--- src/rtl/countdown_timer_pkg.sv ---
// countdown_timer_pkg: shared types and constants for the countdown timer.
//   STATE_W : width of the timer state encoding
//   state_t : IDLE (waiting for a load) / RUN (counting down)
package countdown_timer_pkg;

  localparam int unsigned STATE_W = 1;

  typedef enum logic [STATE_W-1:0] {
    IDLE = 1'b0,
    RUN  = 1'b1
  } state_t;

endpackage : countdown_timer_pkg

--- src/rtl/countdown_timer_prescaler.sv ---
// countdown_timer_prescaler: divides enabled RUN cycles by Prescale and
// produces a one-cycle tick on the last cycle of each division period.
// This module is used only when COUNTDOWN_TIMER_PRESCALE_EN is defined.
//   clock  : rising-edge clock
//   reset  : asynchronous active-low reset
//   run    : timer is in RUN
//   enable : decrement qualifier
//   clear  : restart the division period (load accept, stop, reload)
//   tick   : one-cycle decrement strobe
module countdown_timer_prescaler #(
  parameter int unsigned Prescale = 4
) (
  input  logic clock,
  input  logic reset,
  input  logic run,
  input  logic enable,
  input  logic clear,
  output logic tick
);

  localparam int unsigned PW = (Prescale > 1) ? $clog2(Prescale) : 1;
  localparam logic [PW-1:0] LAST = PW'(Prescale - 1);

  logic [PW-1:0] pre_q;
  logic          active;

  assign active = run && enable;
  assign tick   = active && (pre_q == LAST);

  always_ff @(posedge clock or negedge reset) begin
    if (!reset) begin
      pre_q <= '0;
    end else if (clear) begin
      pre_q <= '0;
    end else if (active) begin
      pre_q <= (pre_q == LAST) ? '0 : pre_q + PW'(1);
    end
  end

endmodule : countdown_timer_prescaler

--- src/rtl/countdown_timer.sv ---
// countdown_timer: loadable down-counter with valid/ready load, one-cycle
// expiry pulse, optional auto-reload and a wrapping expiry counter.
// Build option: define COUNTDOWN_TIMER_PRESCALE_EN to decrement only once
// every Prescale enabled cycles (otherwise every enabled cycle).
//   clock        : rising-edge clock
//   reset        : asynchronous active-low reset
//   load_valid   : load request
//   load_value   : start value, taken when load_valid && load_ready
//   load_ready   : timer idle and not stopped (combinational)
//   enable       : decrement qualifier; count holds when low
//   reload       : at expiry, 1 = restart from latched value, 0 = go idle
//   stop         : synchronous abort, no expiry pulse
//   count        : remaining count
//   busy         : high while in RUN
//   expired      : one-cycle expiry pulse
//   expiry_count : number of expiries, modulo 2^Size
module countdown_timer
  import countdown_timer_pkg::*;
#(
  parameter int unsigned Size     = 5,
  parameter int unsigned Prescale = 4
) (
  input  logic            clock,
  input  logic            reset,
  input  logic            load_valid,
  input  logic [Size-1:0] load_value,
  output logic            load_ready,
  input  logic            enable,
  input  logic            reload,
  input  logic            stop,
  output logic [Size-1:0] count,
  output logic            busy,
  output logic            expired,
  output logic [Size-1:0] expiry_count
);

  state_t          state_q, state_d;
  logic [Size-1:0] count_q, count_d;
  logic [Size-1:0] latched_q, latched_d;
  logic [Size-1:0] expiry_q, expiry_d;
  logic            expired_q, expired_d;

  logic accept;
  logic tick;
  logic at_last;

  assign load_ready = (state_q == IDLE) && !stop;
  assign accept     = load_valid && load_ready;
  assign at_last    = (count_q == Size'(1));

`ifdef COUNTDOWN_TIMER_PRESCALE_EN
  logic pre_clear;

  // Reload restarts the period; the prescaler is already wrapping there,
  // so clearing it too keeps the period exactly V*Prescale.
  assign pre_clear = accept || stop ||
                     ((state_q == RUN) && tick && at_last && reload);

  countdown_timer_prescaler #(
    .Prescale (Prescale)
  ) u_prescaler (
    .clock  (clock),
    .reset  (reset),
    .run    (state_q == RUN),
    .enable (enable),
    .clear  (pre_clear),
    .tick   (tick)
  );
`else
  assign tick = enable;
`endif

  // State register
  always_ff @(posedge clock or negedge reset) begin
    if (!reset) begin
      state_q <= IDLE;
    end else begin
      state_q <= state_d;
    end
  end

  // Next-state logic
  always_comb begin
    state_d = state_q;
    unique case (state_q)
      IDLE: if (accept && (load_value != '0)) state_d = RUN;
      RUN: begin
        if (stop)                           state_d = IDLE;
        else if (tick && at_last && !reload) state_d = IDLE;
      end
      default: state_d = IDLE;
    endcase
  end

  // Output / datapath next values; stop takes priority over expiry.
  always_comb begin
    count_d   = count_q;
    latched_d = latched_q;
    expiry_d  = expiry_q;
    expired_d = 1'b0;
    unique case (state_q)
      IDLE: begin
        if (accept) begin
          latched_d = load_value;
          count_d   = load_value;
          if (load_value == '0) begin
            expired_d = 1'b1;
            expiry_d  = expiry_q + Size'(1);
          end
        end
      end
      RUN: begin
        if (stop) begin
          count_d = '0;
        end else if (tick) begin
          if (at_last) begin
            expired_d = 1'b1;
            expiry_d  = expiry_q + Size'(1);
            count_d   = reload ? latched_q : '0;
          end else begin
            count_d = count_q - Size'(1);
          end
        end
      end
      default: count_d = '0;
    endcase
  end

  always_ff @(posedge clock or negedge reset) begin
    if (!reset) begin
      count_q   <= '0;
      latched_q <= '0;
      expiry_q  <= '0;
      expired_q <= 1'b0;
    end else begin
      count_q   <= count_d;
      latched_q <= latched_d;
      expiry_q  <= expiry_d;
      expired_q <= expired_d;
    end
  end

  assign count        = count_q;
  assign busy         = (state_q == RUN);
  assign expired      = expired_q;
  assign expiry_count = expiry_q;

endmodule : countdown_timer

--- config.mk ---
export PLATFORM = sky130hd
export DESIGN_NAME = countdown_timer
export DESIGN_NICKNAME = d
export VERILOG_FILES = /design/src/rtl/countdown_timer_pkg.sv /design/src/rtl/countdown_timer_prescaler.sv /design/src/rtl/countdown_timer.sv
export SDC_FILE = /design/constraint.sdc
export NUM_CORES = 1
export LEC_CHECK = 0
export ABC_AREA = 1
export CAP_MARGIN = 20
export CORE_UTILIZATION = 42
export CTS_BUF_LIST = sky130_fd_sc_hd__clkbuf_8
export CTS_CLUSTER_DIAMETER = 120
export DETAILED_ROUTE_END_ITERATION = 8
export GPL_TIMING_DRIVEN = 0
export PLACE_DENSITY = 0.79
export SLEW_MARGIN = 20
export SYNTH_ARGS = -nofsm -noshare
export SYNTH_HDL_FRONTEND = slang
export SYNTH_SLANG_ARGS = --single-unit
--- constraint.sdc ---
create_clock -name clock -period 1.8 [get_ports clock]
set_input_delay 0.18 -clock clock [delete_from_list [all_inputs] [get_ports clock]]
set_output_delay 0.18 -clock clock [all_outputs]
set_load 0.1 [all_outputs]
After elaboration in Yosys (flattened, before gate mapping)
Cells that the tools add are included.
{"block": "totals", "output_inout_bits": 13, "input_bits": 11, "word_cells": 49, "reg_bits": 17}
{"block": "op_classes", "mux": 22, "eq_ne": 7, "n_bitwise": 1, "n_addsub": 2, "n_reduce_logical": 12}
{"cell": "$mux 5", "count": 10}
{"cell": "$pmux 5 s2", "count": 2}
{"cell": "$mux 1", "count": 8}
{"cell": "$ne 2x2->1 const B", "count": 3}
{"cell": "$add 5x1->5 const B", "count": 1}
{"cell": "$eq 5x1->1 const B", "count": 1}
{"cell": "$logic_and 1x1->1", "count": 5}
{"cell": "$logic_not 5->1", "count": 1}
{"cell": "$reduce_and 5->1", "count": 1}
{"cell": "$reduce_bool 5->1", "count": 1}
{"cell": "$sub 5x1->5 const B", "count": 1}
{"cell": "$ne 2x1->1 const B", "count": 2}
{"cell": "$pmux 1 s2", "count": 2}
{"cell": "$reduce_and 2->1", "count": 2}
{"cell": "$ne 3x3->1 const B", "count": 1}
{"cell": "$logic_not 1->1", "count": 2}
{"cell": "$not 1->1", "count": 1}

Depth between registers and ports, before layout
Gate-level depths: netlist (run 1).
{"block": "depth", "depth_word": 6, "depth_mapped": 9}

Worst setup path before layout (run 1)
Ideal clock, no wire load.
{"block": "synth_timing", "path_type": "flip-flop to flip-flop", "from": "reg state_q (netlist: busy)", "to": "reg latched_q[0]", "stages_incl_launch_ff": 7, "path_buffers": 2, "setup_time_ns": 0.121, "setup_slack_ns": -0.393, "arrival_time_ns": 2.072, "required_ns": 1.679, "period_less_slack_ns": 2.193, "cell_sequence": "dfrtp_1 -> buf_6 -> nor2_4 -> nand2_2 -> buf_2 -> nand2_1 -> o21ai_1"}
{"block": "synth_between", "elab_chain_len": 4}
{"element": "from (decl)", "line_no": "countdown_timer.sv:37", "rtl": "state_t state_q, state_d;"}
{"element": "from (signal assigned)", "line_no": "countdown_timer.sv:78", "rtl": "state_q <= state_d;"}
{"element": "$not 1->1 (no line)"}
{"element": "$logic_and 1x1->1", "line_no": "countdown_timer.sv:47", "rtl": "assign load_ready = (state_q == IDLE) && !stop;"}
{"element": "net load_ready", "line_no": "countdown_timer.sv:27", "rtl": "output logic load_ready,"}
{"element": "$logic_and 1x1->1", "line_no": "countdown_timer.sv:48", "rtl": "assign accept = load_valid && load_ready;"}
{"element": "$reduce_and 2->1 (no line)"}
{"element": "to (signal assigned)", "line_no": "countdown_timer.sv:137", "rtl": "latched_q <= latched_d;"}
{"element": "to (decl)", "line_no": "countdown_timer.sv:39", "rtl": "logic [Size-1:0] latched_q, latched_d;"}
The timed path passes the listed nets, and every way through them passes these cells.
A chain may end at the register's enable or synchronous reset.

Worst setup path in the final report (run 1)
{"block": "layout_timing", "from": "reg state_q (netlist: busy)", "to": "out load_ready"}
{"block": "layout_between", "elab_chain_len": 2}
{"element": "$not 1->1 (no line)"}
{"element": "$logic_and 1x1->1", "line_no": "countdown_timer.sv:47"}
{"element": "to (decl)", "line_no": "countdown_timer.sv:27"}
Every way passes these cells.

==> results of run 1 <==
[per-layer routing]
| layer | part of all wire (%) | track usage, % | vias up |
|---|---|---|---|
| li1 | - | - | 487 |
| met1 | 45 | 26.6 | 457 |
| met2 | 51 | 34.8 | 18 |
| met3 | 3.9 | 2.63 | 2 |
| met4 | 0.75 | 9.46 | 0 |
| met5 | 0 | 0 | - |
[registers in the layout, indices dropped and copies added (netlist names)]
name,cells
busy,1
latched_q,5
expiry_count,5
expired,1
count,5
[synth_stat cells]
library cell | count | area, um2
nand2_1 | 33 | 124
nand3_1 | 21 | 105
dfrtp_1 | 17 | 425
nor2_1 | 12 | 45.0
a21oi_1 | 10 | 50.1
inv_1 | 8 | 30.0
o21ai_1 | 7 | 35.0
inv_2 | 5 | 18.8
nor2_4 | 4 | 45.0
ha_1 | 3 | 37.5
xnor2_1 | 3 | 26.3
nand2_2 | 2 | 12.5
buf_2 | 1 | 5.00
buf_6 | 1 | 11.3
inv_4 | 1 | 6.26
nand2_4 | 1 | 11.3
nand3_2 | 1 | 10.0
nand4_4 | 1 | 21.3
o21ai_2 | 1 | 8.76
xor2_1 | 1 | 8.76
[kinds of logic after synthesis]
| logic type | after synthesis | share of synthesized area (%) |
|---|---|---|
| flip-flops | 17 | 41.0 |
| AO/OA/AOI/OAI | 18 | 9.05 |
| adder cells (fa/ha/maj) | 3 | 3.62 |
| AND/OR/NAND/NOR | 75 | 36.1 |
| XOR/XNOR | 4 | 3.38 |
| buffers and inverters | 16 | 6.88 |
[repair_timing]
action | in CTS | in global routing
hold endpoints to repair | 0 | 0
resized for setup | 15 | 8
setup endpoints to repair | 13 | 5
setup buffers | 0 | 0
[final cells by class]
type | count | area [um2]
clock inverter | 1 | 5.00
fill | 211 | 932
timing repair buffer | 23 | 205
clock buffer | 3 | 41.3
tap | 28 | 35.0
buffer | 2 | 22.5
sequential | 17 | 432
inverter | 14 | 55.1
multi-input combinational | 100 | 548
[final timing paths]
check                              from  slack [ps]           end  cells after the start
min in group clock         latched_q[4]         490  latched_q[4]                      2
hold / removal                    reset         370          busy                      1
setup reg to reg               count[1]         380      count[3]                      8
setup / recovery                   busy          40    load_ready                      3
hold reg to reg            latched_q[4]         490  latched_q[4]                      2
max in group asynchronous         reset         870          busy                      1
[through the flow]
step                      total power (W)  instances  hold WS (ps)
after detailed placement          0.00136        184           481
after CTS                         0.00162        188           390
after floorplan                   0.00115        133          -116
after global routing              0.00169        188           425
after global placement            0.00134        184           476
final                             0.00161        188           369
[power breakdown]
part	switching [W]	internal (W)
Sequential	0.0000833	0.000455
Clock	0.000138	0.000154
Combinational	0.000595	0.000179
==> impl_metrics.toml, run 1 <==
[run_status]
outcome = "completed"

[setup_path]
path_class = "reg2out"
crit_chain = "buf_6 -> nor2_4 -> clkdlybuf4s18_2"
cp.arrival_ps = 1580
crit_required_ps = 1620
crit_fanout = 8
end_kind = "primary output"
cp_slowest_cell = "clkdlybuf4s18_2"
slowest_delay_ps = 560
start_kind = "flop"
crit_buf_inv = 2
path_delay_family = "buffers and inverters"

[clocking]
htree_num_levels = 1
cts_buffers = 3
postCtsHoldBufs = 0
root_buffer = "clkbuf_8"
path_clk_slew_ps = 70
cts_tree = "yes"
cts.path.max_buffers = 2
clkLatencyLatePin_ps = 260
clkSinkCount = 17

[placement]
gp_congestion = 0.844
port_buffers = 23
dpl_cell_area_mm2 = 0.00132
dp_worst_setup_slack_ps = -446
place_hpwl_um = 1730

[floorplanning]
rows = 17
core_mm2 = 0.00228
ios = 24
die_h_um = 51.7
die-area_mm2 = 0.00267
fp.dieW_um = 51.7
start_util_pct = 45.6

[run]
max_cap_violations = 0

[final_layout]
area_delta_synth_final_pct = 29.6
fin_util_pct = 59.0
stdcell_area_mm2 = 0.00134
drive_gt1_share_pct = 18.8
final_cell_mix = "nand2_1, nand3_1, dfrtp_1"
final_common_cell = "nand2_1"
n_antenna_cell = 0
nets = 175

[route]
viasPerCell = 5.13
post-route-drc-count = 0
ant_nets = 0
avgRoutedWirePerCell_um = 12.0
drt_wl_total_um = 2260
firstDrtPassIters = 4
vias = 964
first_iter_violations = 24

[global_route]
grt_remaining_overflow = 0
grt_pass1_wl_um = 4110
antenna_found_initial = 0
grt_pass1_vias = 955
grt_max_degree = 18
grt_use_total_pct = 20.8

[timing]
worst_slack_ps = 37.4
relSlewSlack_pct = 36.5
drv_slew = 0
setup_viol_count_final = 0
fin_crit_sh_pct = 97.9
rsz0062_at_grt = "no"
finalHoldViolCount = 0
skew_ps = 2.29
fmax_mhz = 567
tightest_slew_ps = 957
final.setup.tns_ps = 0
min_period_ps = 1760

[min_path]
hold_class = "in2async"

[synth]
ys_seq_area_share_pct = 41.0
synth_cells = 133
netlist_area_mm2 = 0.00104
synth-seq-cells = 17
synth.avg_cell_area_um2 = 7.80
yosys_warnings = 0
ys_types = 20
syn-num-nets = 147

[pwr]
ir_drop_v = 0.000985
power.density_mw_per_mm2 = 1190
p_leak_nw = 0.669
Note: power is estimated with default switching activity, not from simulation.
==> run 2, diff against run 1 <==
--- a/config.mk
+++ b/config.mk
@@ -8,7 +8,6 @@
 export ABC_AREA = 1
 export CAP_MARGIN = 20
 export CORE_UTILIZATION = 42
-export CTS_BUF_LIST = sky130_fd_sc_hd__clkbuf_8
 export CTS_CLUSTER_DIAMETER = 120
 export DETAILED_ROUTE_END_ITERATION = 8
 export GPL_TIMING_DRIVEN = 0
@@ -16,4 +15,5 @@
 export SLEW_MARGIN = 20
 export SYNTH_ARGS = -nofsm -noshare
 export SYNTH_HDL_FRONTEND = slang
+export SYNTH_HIERARCHICAL = 1
 export SYNTH_SLANG_ARGS = --single-unit
==> run 2 against run 1 <==
  * Highest routed layer unchanged
  * Die area stayed put
  * Critical path type unchanged
  * Core utilization decreased by 0.77 points
  * Final cell count unchanged
  * Combinational power up 1%
  * Register-to-register slack about the same
  * Sequential share of layout area increased by 0.42 points
==> impl_metrics.toml, run 2 <==
[route]
vias = 964
ant_nets = 0
first_iter_violations = 30
route.met2.wl_um = 1090
viasPerCell = 5.13
wl_met1_um = 1050
topRoutingLayerUsed = "met4"
post-route-drc-count = 0
drt_wl_total_um = 2250
dr_wl_met3_um = 66
avgRoutedWirePerCell_um = 12.0
firstDrtPassIters = 4

[global_route]
antenna_found_initial = 0
grt_max_degree = 18
grt_pass1_wl_um = 4090
grt_use_total_pct = 20.6
grt_pass1_vias = 952
grt_remaining_overflow = 0

[synth]
ys_types = 20
synth_xor_area_share_pct = 3.38
synth_top_area_cell = "dfrtp_1"
synth-edff-count = 0
synthSimpleGateAreaFrac_pct = 36.1
synth_area_leaders = "dfrtp_1, nand2_1, nand3_1"
syn-num-nets = 147
synth_top_area_share_pct = 41.0
synth_top_family_by_area = "simple AND/OR/NAND/NOR gates"
synth_compound_area_share_pct = 9.05
synth.most_common_cell = "nand2_1"
synth_cells = 133
synth.avg_cell_area_um2 = 7.80
yosys_warnings = 6
synth-seq-cells = 17
ys_seq_area_share_pct = 41.0
synthArstFlopShare_pct = 100
synth_adder_area_share_pct = 3.62
synth.area.mux_share_pct = 0
ys_top_cells_by_count = "nand2_1, nand3_1, dfrtp_1, nor2_1, a21oi_1"
yosys_most_used_dff = "dfrtp_1"
netlist_area_mm2 = 0.00104

[final_layout]
stdcell_area_mm2 = 0.00133
area_delta_synth_final_pct = 27.9
nets = 175
drive_gt1_share_pct = 20.6
n_antenna_cell = 0
final_cell_mix = "nand2_1, nand3_1, dfrtp_1"
final_common_cell = "nand2_1"

[floorplanning]
rows = 17
start_util_pct = 45.6
die_h_um = 51.7
core_mm2 = 0.00228
ios = 24
die-area_mm2 = 0.00267
fp.dieW_um = 51.7

[placement]
port_buffers = 23
gp_congestion = 0.844
dpl_cell_area_mm2 = 0.00132
place_hpwl_um = 1730

[min_path]
hold_class = "in2async"

[clocking]
cts.path.max_buffers = 2
clkSinkCount = 17
cts_tree = "yes"
clkLatencyLatePin_ps = 300
postCtsHoldBufs = 0
path_clk_slew_ps = 100
root_buffer = "clkbuf_4"
htree_num_levels = 1
cts_buffers = 3
cts_setup_buffers = 0

[setup_path]
r2r-start = "count[1]"
start_kind = "flop"
cp.arrival_ps = 1580
worstReg2RegEnd = "count[3]"
end_kind = "primary output"
slowest_delay_ps = 850
path_delay_family = "buffers and inverters"
crit_buf_inv = 1
cp_slowest_cell = "dlygate4sd2_1"
crit_required_ps = 1620
path_class = "reg2out"
rrSetupSlack_ps = 370
crit_fanout = 2
reg2reg_depth = 8
crit_chain = "dlygate4sd2_1"

[pwr]
ir_drop_v = 0.00101
power.total_w = 0.00154
p_leak_nw = 0.658
power.density_mw_per_mm2 = 1160

[timing]
drv_slew = 0
tightest_slew_ps = 956
fin_crit_sh_pct = 97.9
min_period_ps = 1760
relSlewSlack_pct = 36.5
fmax_mhz = 568
setup_viol_count_final = 0
finalHoldViolCount = 0
skew_ps = 3.06
rsz0062_at_grt = "no"

[run]
max_cap_violations = 0

[run_status]
outcome = "completed"
## run 2: what timing repair did
| action | 4_1_cts | 5_1_grt |
|---|---|---|
| endpoints found under the hold margin | 0 | 0 |
| pin swaps | 0 | 0 |
| endpoints found under the setup margin | 13 | 3 |
| gates resized for setup | 25 | 4 |
## run 2: layout make-up
cell class / instances / area, um2
clock inverters: 1 / 5.00
inverters: 14 / 55.1
flip-flops and latches: 17 / 432
multi-input cells: 100 / 548
repair buffers: 23 / 206
clock buffers: 3 / 22.5
fillers: 215 / 950
well taps: 28 / 35.0
plain buffers: 2 / 22.5
## run 2: logic make-up after synthesis
| logic type | Yosys count |
|---|---|
| XOR/XNOR | 4 |
| AO/OA/AOI/OAI | 18 |
| adder cells (fa/ha/maj) | 3 |
| buffers and inverters | 16 |
| AND/OR/NAND/NOR | 75 |
| flip-flops | 17 |
## run 2: power by group
group | internal [W] | switching [W] | total (W)
Combinational | 0.000189 | 0.000596 | 0.000784
Sequential | 0.000455 | 0.0000834 | 0.000538
Clock | 0.0000830 | 0.000130 | 0.000213
Total | 0.000727 | 0.000809 | 0.00154
## run 2: layer usage
layer	track usage, %	vias up
met5	0	-
met4	9.46	0
met3	1.75	5
met2	34.8	17
met1	26.6	457
li1	-	485
## run 2: worst max path at each step
stage                       to             from  slack, ps  cells past startpoint
2_1_floorplan         count[2]             busy        -60                      6
3_3_place_gp        load_ready             stop       -440                      3
3_5_place_dp        load_ready             stop       -450                      3
4_1_cts        expiry_count[3]  expiry_count[3]         10                      1
5_1_grt               count[0]         count[0]          3                      1
6_report                  busy             busy         40                      1
## run 2: per-stage QoR
step	setup slack [ps]	instances	utilization (%)	TNS, ps	hold WS (ps)
floorplan	-56.1	133	-	-768	-116
global placement	-445	184	58.1	-445	476
finish	38.0	188	58.3	0	313
global route	3.11	188	58.3	0	368
CTS	13.2	188	58.9	0	334
detailed placement	-446	184	58.1	-450	481
==> edit 1, RTL diff (flow settings as in run 1) <==
Build with the macro `COUNTDOWN_TIMER_PRESCALE_EN` defined.
--- a/src/rtl/countdown_timer.sv
+++ b/src/rtl/countdown_timer.sv
@@ -16,2 +16,4 @@
 //   expiry_count : number of expiries, modulo 2^Size
+`define COUNTDOWN_TIMER_PRESCALE_EN
+
 module countdown_timer
Formal check against the unedited RTL: not equivalent (a bounded check fails within 4 cycles, from zero or initial values and one cycle with reset low).
==> edit 1 against run 1 <==
  * Highest routed layer unchanged
  * Sequential cell count grew 2
  * Total power grew 1.1%
  * Cell area grew 12%
  * Worst setup slack gained 9.4 ps
  * Count of clock-buffer cells in the layout is the same
  * Routed wire length grew 12%
  * Largest power group unchanged
  * Synthesized area grew 16%
  * Sequential power grew 6.1%
==> edit 1: results (changes against run 1) <==
metric	value	unit	change
sh_seq_area	32.0	%	-0.093 points
fillers	264		+25%
reg2reg_depth	10		+2
wirelength	2540	um	+12%
design.seq.count	19		+2
hpwlAfterDp	2030	um	+18%
synthMuxAreaShare	0.939	%	+0.94 points
synth_area_leaders	dfrtp_1, nand2_1, nand3_1		
crit_fanout	5		-3
grt_pass1_wl	4710	um	+15%
track_usage	18.9	%	-1.9 points
yosysSeqAreaShare	39.7	%	-1.3 points
syn_area_per_cell	7.78	um^2	-0.20%
area_share_nonclk_buffers	14.9	%	-2.1 points
synth_cell_type_count	23		+15%
synthesis.nets	169		+15%
clk_share	3.00	%	-0.45 points
worstSkewPairLatency	250	ps	
skew	1.36	ps	-0.931 ps
outcome	finished clean		
antenna_found_initial	0		unchanged
synth_fa_ha_area_share	4.18	%	+0.56 points
dp.cells	208		+13%
slew-limit-headroom	36.3	%	-0.17 points
yosys-top-cells-count	nand2_1, nor2_1, dfrtp_1, nand3_1, inv_1		
grt_pass1_vias	1105		+16%
num-multi-input-gates	115		+15%
cellLeakagePower	0.774	nW	+16%
gp_congestion	0.821		-2.7%
synth-compound-area-share	7.10	%	-1.9 points
num_vias	1062		+10%
crit_slowest_cell	dlygate4sd2_1		
n_all_inverters	18		+4
layout.nets	197		+13%
grt_start_max_net_pins	20		+2
via_per_inst	5.01		-2.3%
drive_gt1_share	17.7	%	-1.1 points
peakVddDrop	0.933	mV	-5.3%
multiInputGateArea	644	um^2	+18%
critPathMaxStageDelay	880	ps	+320 ps
-- edit 1: cell types whose count changed after synthesis, moves of 5 or more --
cell,run 1,this run
nor2_1,12,20
inv_1,8,15
nand2_1,33,40
a21oi_2,0,5
a21oi_1,10,1
-- edit 1: logic make-up after synthesis --
group,Yosys count
xor+xnor,3
compound gates,13
mux,1
fa+ha+maj,4
simple gates,94
flops,19
buf+inv,20
-- edit 1: worst paths after layout --
kind                                   end    startpoint  slack, ps
setup / recovery                  count[4]      count[4]         50
max in group asynchronous             busy         reset        780
setup reg to reg           expiry_count[4]      count[1]        250
hold / removal                    count[4]         reset        410
hold reg to reg               latched_q[2]  latched_q[2]        500
min in group clock            latched_q[2]  latched_q[2]        500
-- edit 1: power breakdown --
group | internal, W | leakage [nW] | switching [W]
logic | 0.000184 | 0.508 | 0.000579
clock network | 0.000152 | 0.0269 | 0.000137
registers | 0.000497 | 0.239 | 0.0000752
total | 0.000832 | 0.774 | 0.000791
-- edit 1: metal layers --
layer | GRT usage [%] | vias to the layer above | share of wire [%] | wire (um)
met5 | 0 | - | 0 | 0
met4 | 5.00 | 0 | 1.0 | 26
met3 | 3.51 | 4 | 3.5 | 90
met2 | 36.3 | 22 | 53 | 1350
met1 | 21.1 | 496 | 42 | 1070
li1 | - | 540 | - | -
-- edit 1: metrics by stage --
stage / instance area (um^2) / setup TNS, ps / hold slack, ps / power (W) / setup WS, ps
after floorplan: 1210 / -1320 / -116 / 0.00118 / -165
after global placement: 1480 / -450 / 476 / 0.00136 / -450
after detailed placement: 1480 / -473 / 486 / 0.00138 / -464
after CTS: 1510 / 0 / 449 / 0.00163 / 8.65
after global routing: 1500 / 0 / 478 / 0.00172 / 7.53
final: 1500 / 0 / 409 / 0.00162 / 46.8
==> edit 2, RTL diff (config.mk and constraints of run 1) <==
Made on the original files. Put one more register stage on the output `expired`, without a reset. The value now appears one clock later. The other outputs are not delayed to match. Comments in the files are not updated.
--- a/src/rtl/countdown_timer.sv
+++ b/src/rtl/countdown_timer.sv
@@ -144,3 +144,5 @@
   assign busy         = (state_q == RUN);
-  assign expired      = expired_q;
+  always_ff @(posedge clock) begin
+    expired <= expired_q;
+  end
   assign expiry_count = expiry_q;
Formal check against the unedited RTL: not equivalent (Yosys sat finds a counterexample within 4 cycles, from zero or initial values and one cycle with reset low).
==> edit 2 against run 1 <==
  * Worst setup slack better by 21 ps
  * Sequential cell count is 1 higher
  * Cell area rose by 3.4%
  * Total power is 16% higher
  * Clock skew hardly changed
  * Routed wire length shrank 5.2%
  * Clock power grew 9.9%
  * Synthesized area rose by 2.7%
==> edit 2: results (changes against run 1) <==
metric	value	unit	change
hpwlAfterDp	1720	um	-0.54%
multi_input_area_share	39.0	%	-1.8 points
peakVddDrop	0.977	mV	-0.80%
comb_power_share	51.5	%	+3.3 points
syn-instance-count	140		+5.3%
grt_pass1_wl	3700	um	-9.9%
critPathMaxStageDelay	880	ps	+320 ps
drive_gt1_share	16.8	%	-2.0 points
yosys-top-cells-count	nand2_1, nor2_1, dfrtp_1, inv_1, nand3_1		
final_cell_count_no_fill	195		+3.7%
synth_area_leaders	dfrtp_1, nand2_1, nand3_1		
area_share_nonclk_buffers	17.0	%	+0.066 points
pwr-share-clk	17.2	%	-1.0 points
n_all_inverters	19		+5
crit_fanout	5		-3
wl_per_cell	11.0	um	-8.6%
grtUsageMet2	31.2	%	-3.6 points
cts_buffers	3		unchanged
synth-compound-area-share	7.76	%	-1.3 points
p_per_area	1340	nW/um^2	+13%
grt_pass1_vias	884		-7.4%
gp_congestion	0.842		-0.26%
dpl_cell_area	1350	um^2	+1.7%
wl_met2	1060	um	-7.8%
met1_usage	24.0	%	-2.6 points
regArea	450	um^2	+4.3%
cellLeakagePower	0.701	nW	+4.7%
slew-limit-headroom	36.2	%	-0.24 points
hp-class	flip-flop to flip-flop		
synthesis.nets	154		+4.8%
worstPathArrival	1560	ps	-20 ps
outcome	finished clean		
fillers	215		+1.9%
track_usage	18.2	%	-2.6 points
synth-seq-cells	18		+1
yosysSeqAreaShare	41.8	%	+0.82 points
place_ws	-384	ps	+62.5 ps
skew	2.53	ps	+0.233 ps
num_vias	962		-0.21%
met1_length	999	um	-0.99%
synth-xor-area-share	3.29	%	-0.087 points
met3_usage	2.61	%	-0.023 points
num-multi-input-gates	101		+1.0%
drtIter0Drc	29		+21%
worst-r2r-setup-slack	400	ps	+20 ps
wl_met3	79	um	-11%
layout.nets	182		+4.0%
dp.cells	191		+3.8%
fp.coreArea	2300	um^2	+0.93%
clk_share	3.96	%	+0.52 points
[edit 2: cell count changes after synthesis, moves of 2 or more]
| cell | delta |
|---|---|
| inv_1 | +7 |
| nand3_1 | -6 |
| nor2_1 | +6 |
| a21oi_1 | -5 |
| nand2_1 | +3 |
| nand2_2 | +2 |
| o21ai_0 | +2 |
| xnor2_1 | -2 |
| xor2_1 | +2 |
[edit 2: worst max-delay path by stage]
stage / start / endpoint / slack [ps] / depth (start not counted)
2_1_floorplan: busy / count[2] / -110 / 7
3_3_place_gp: stop / load_ready / -360 / 3
3_5_place_dp: stop / load_ready / -380 / 3
4_1_cts: count[3] / count[3] / 40 / 1
5_1_grt: expiry_count[2] / expiry_count[2] / 2 / 1
6_report: expiry_count[2] / expiry_count[2] / 60 / 1
[edit 2: timing repair]
action	in CTS	in global routing
cloned	0	0
pin swaps	0	0
resized for setup	17	1
buffers inserted	0	0
setup endpoints to repair	13	1
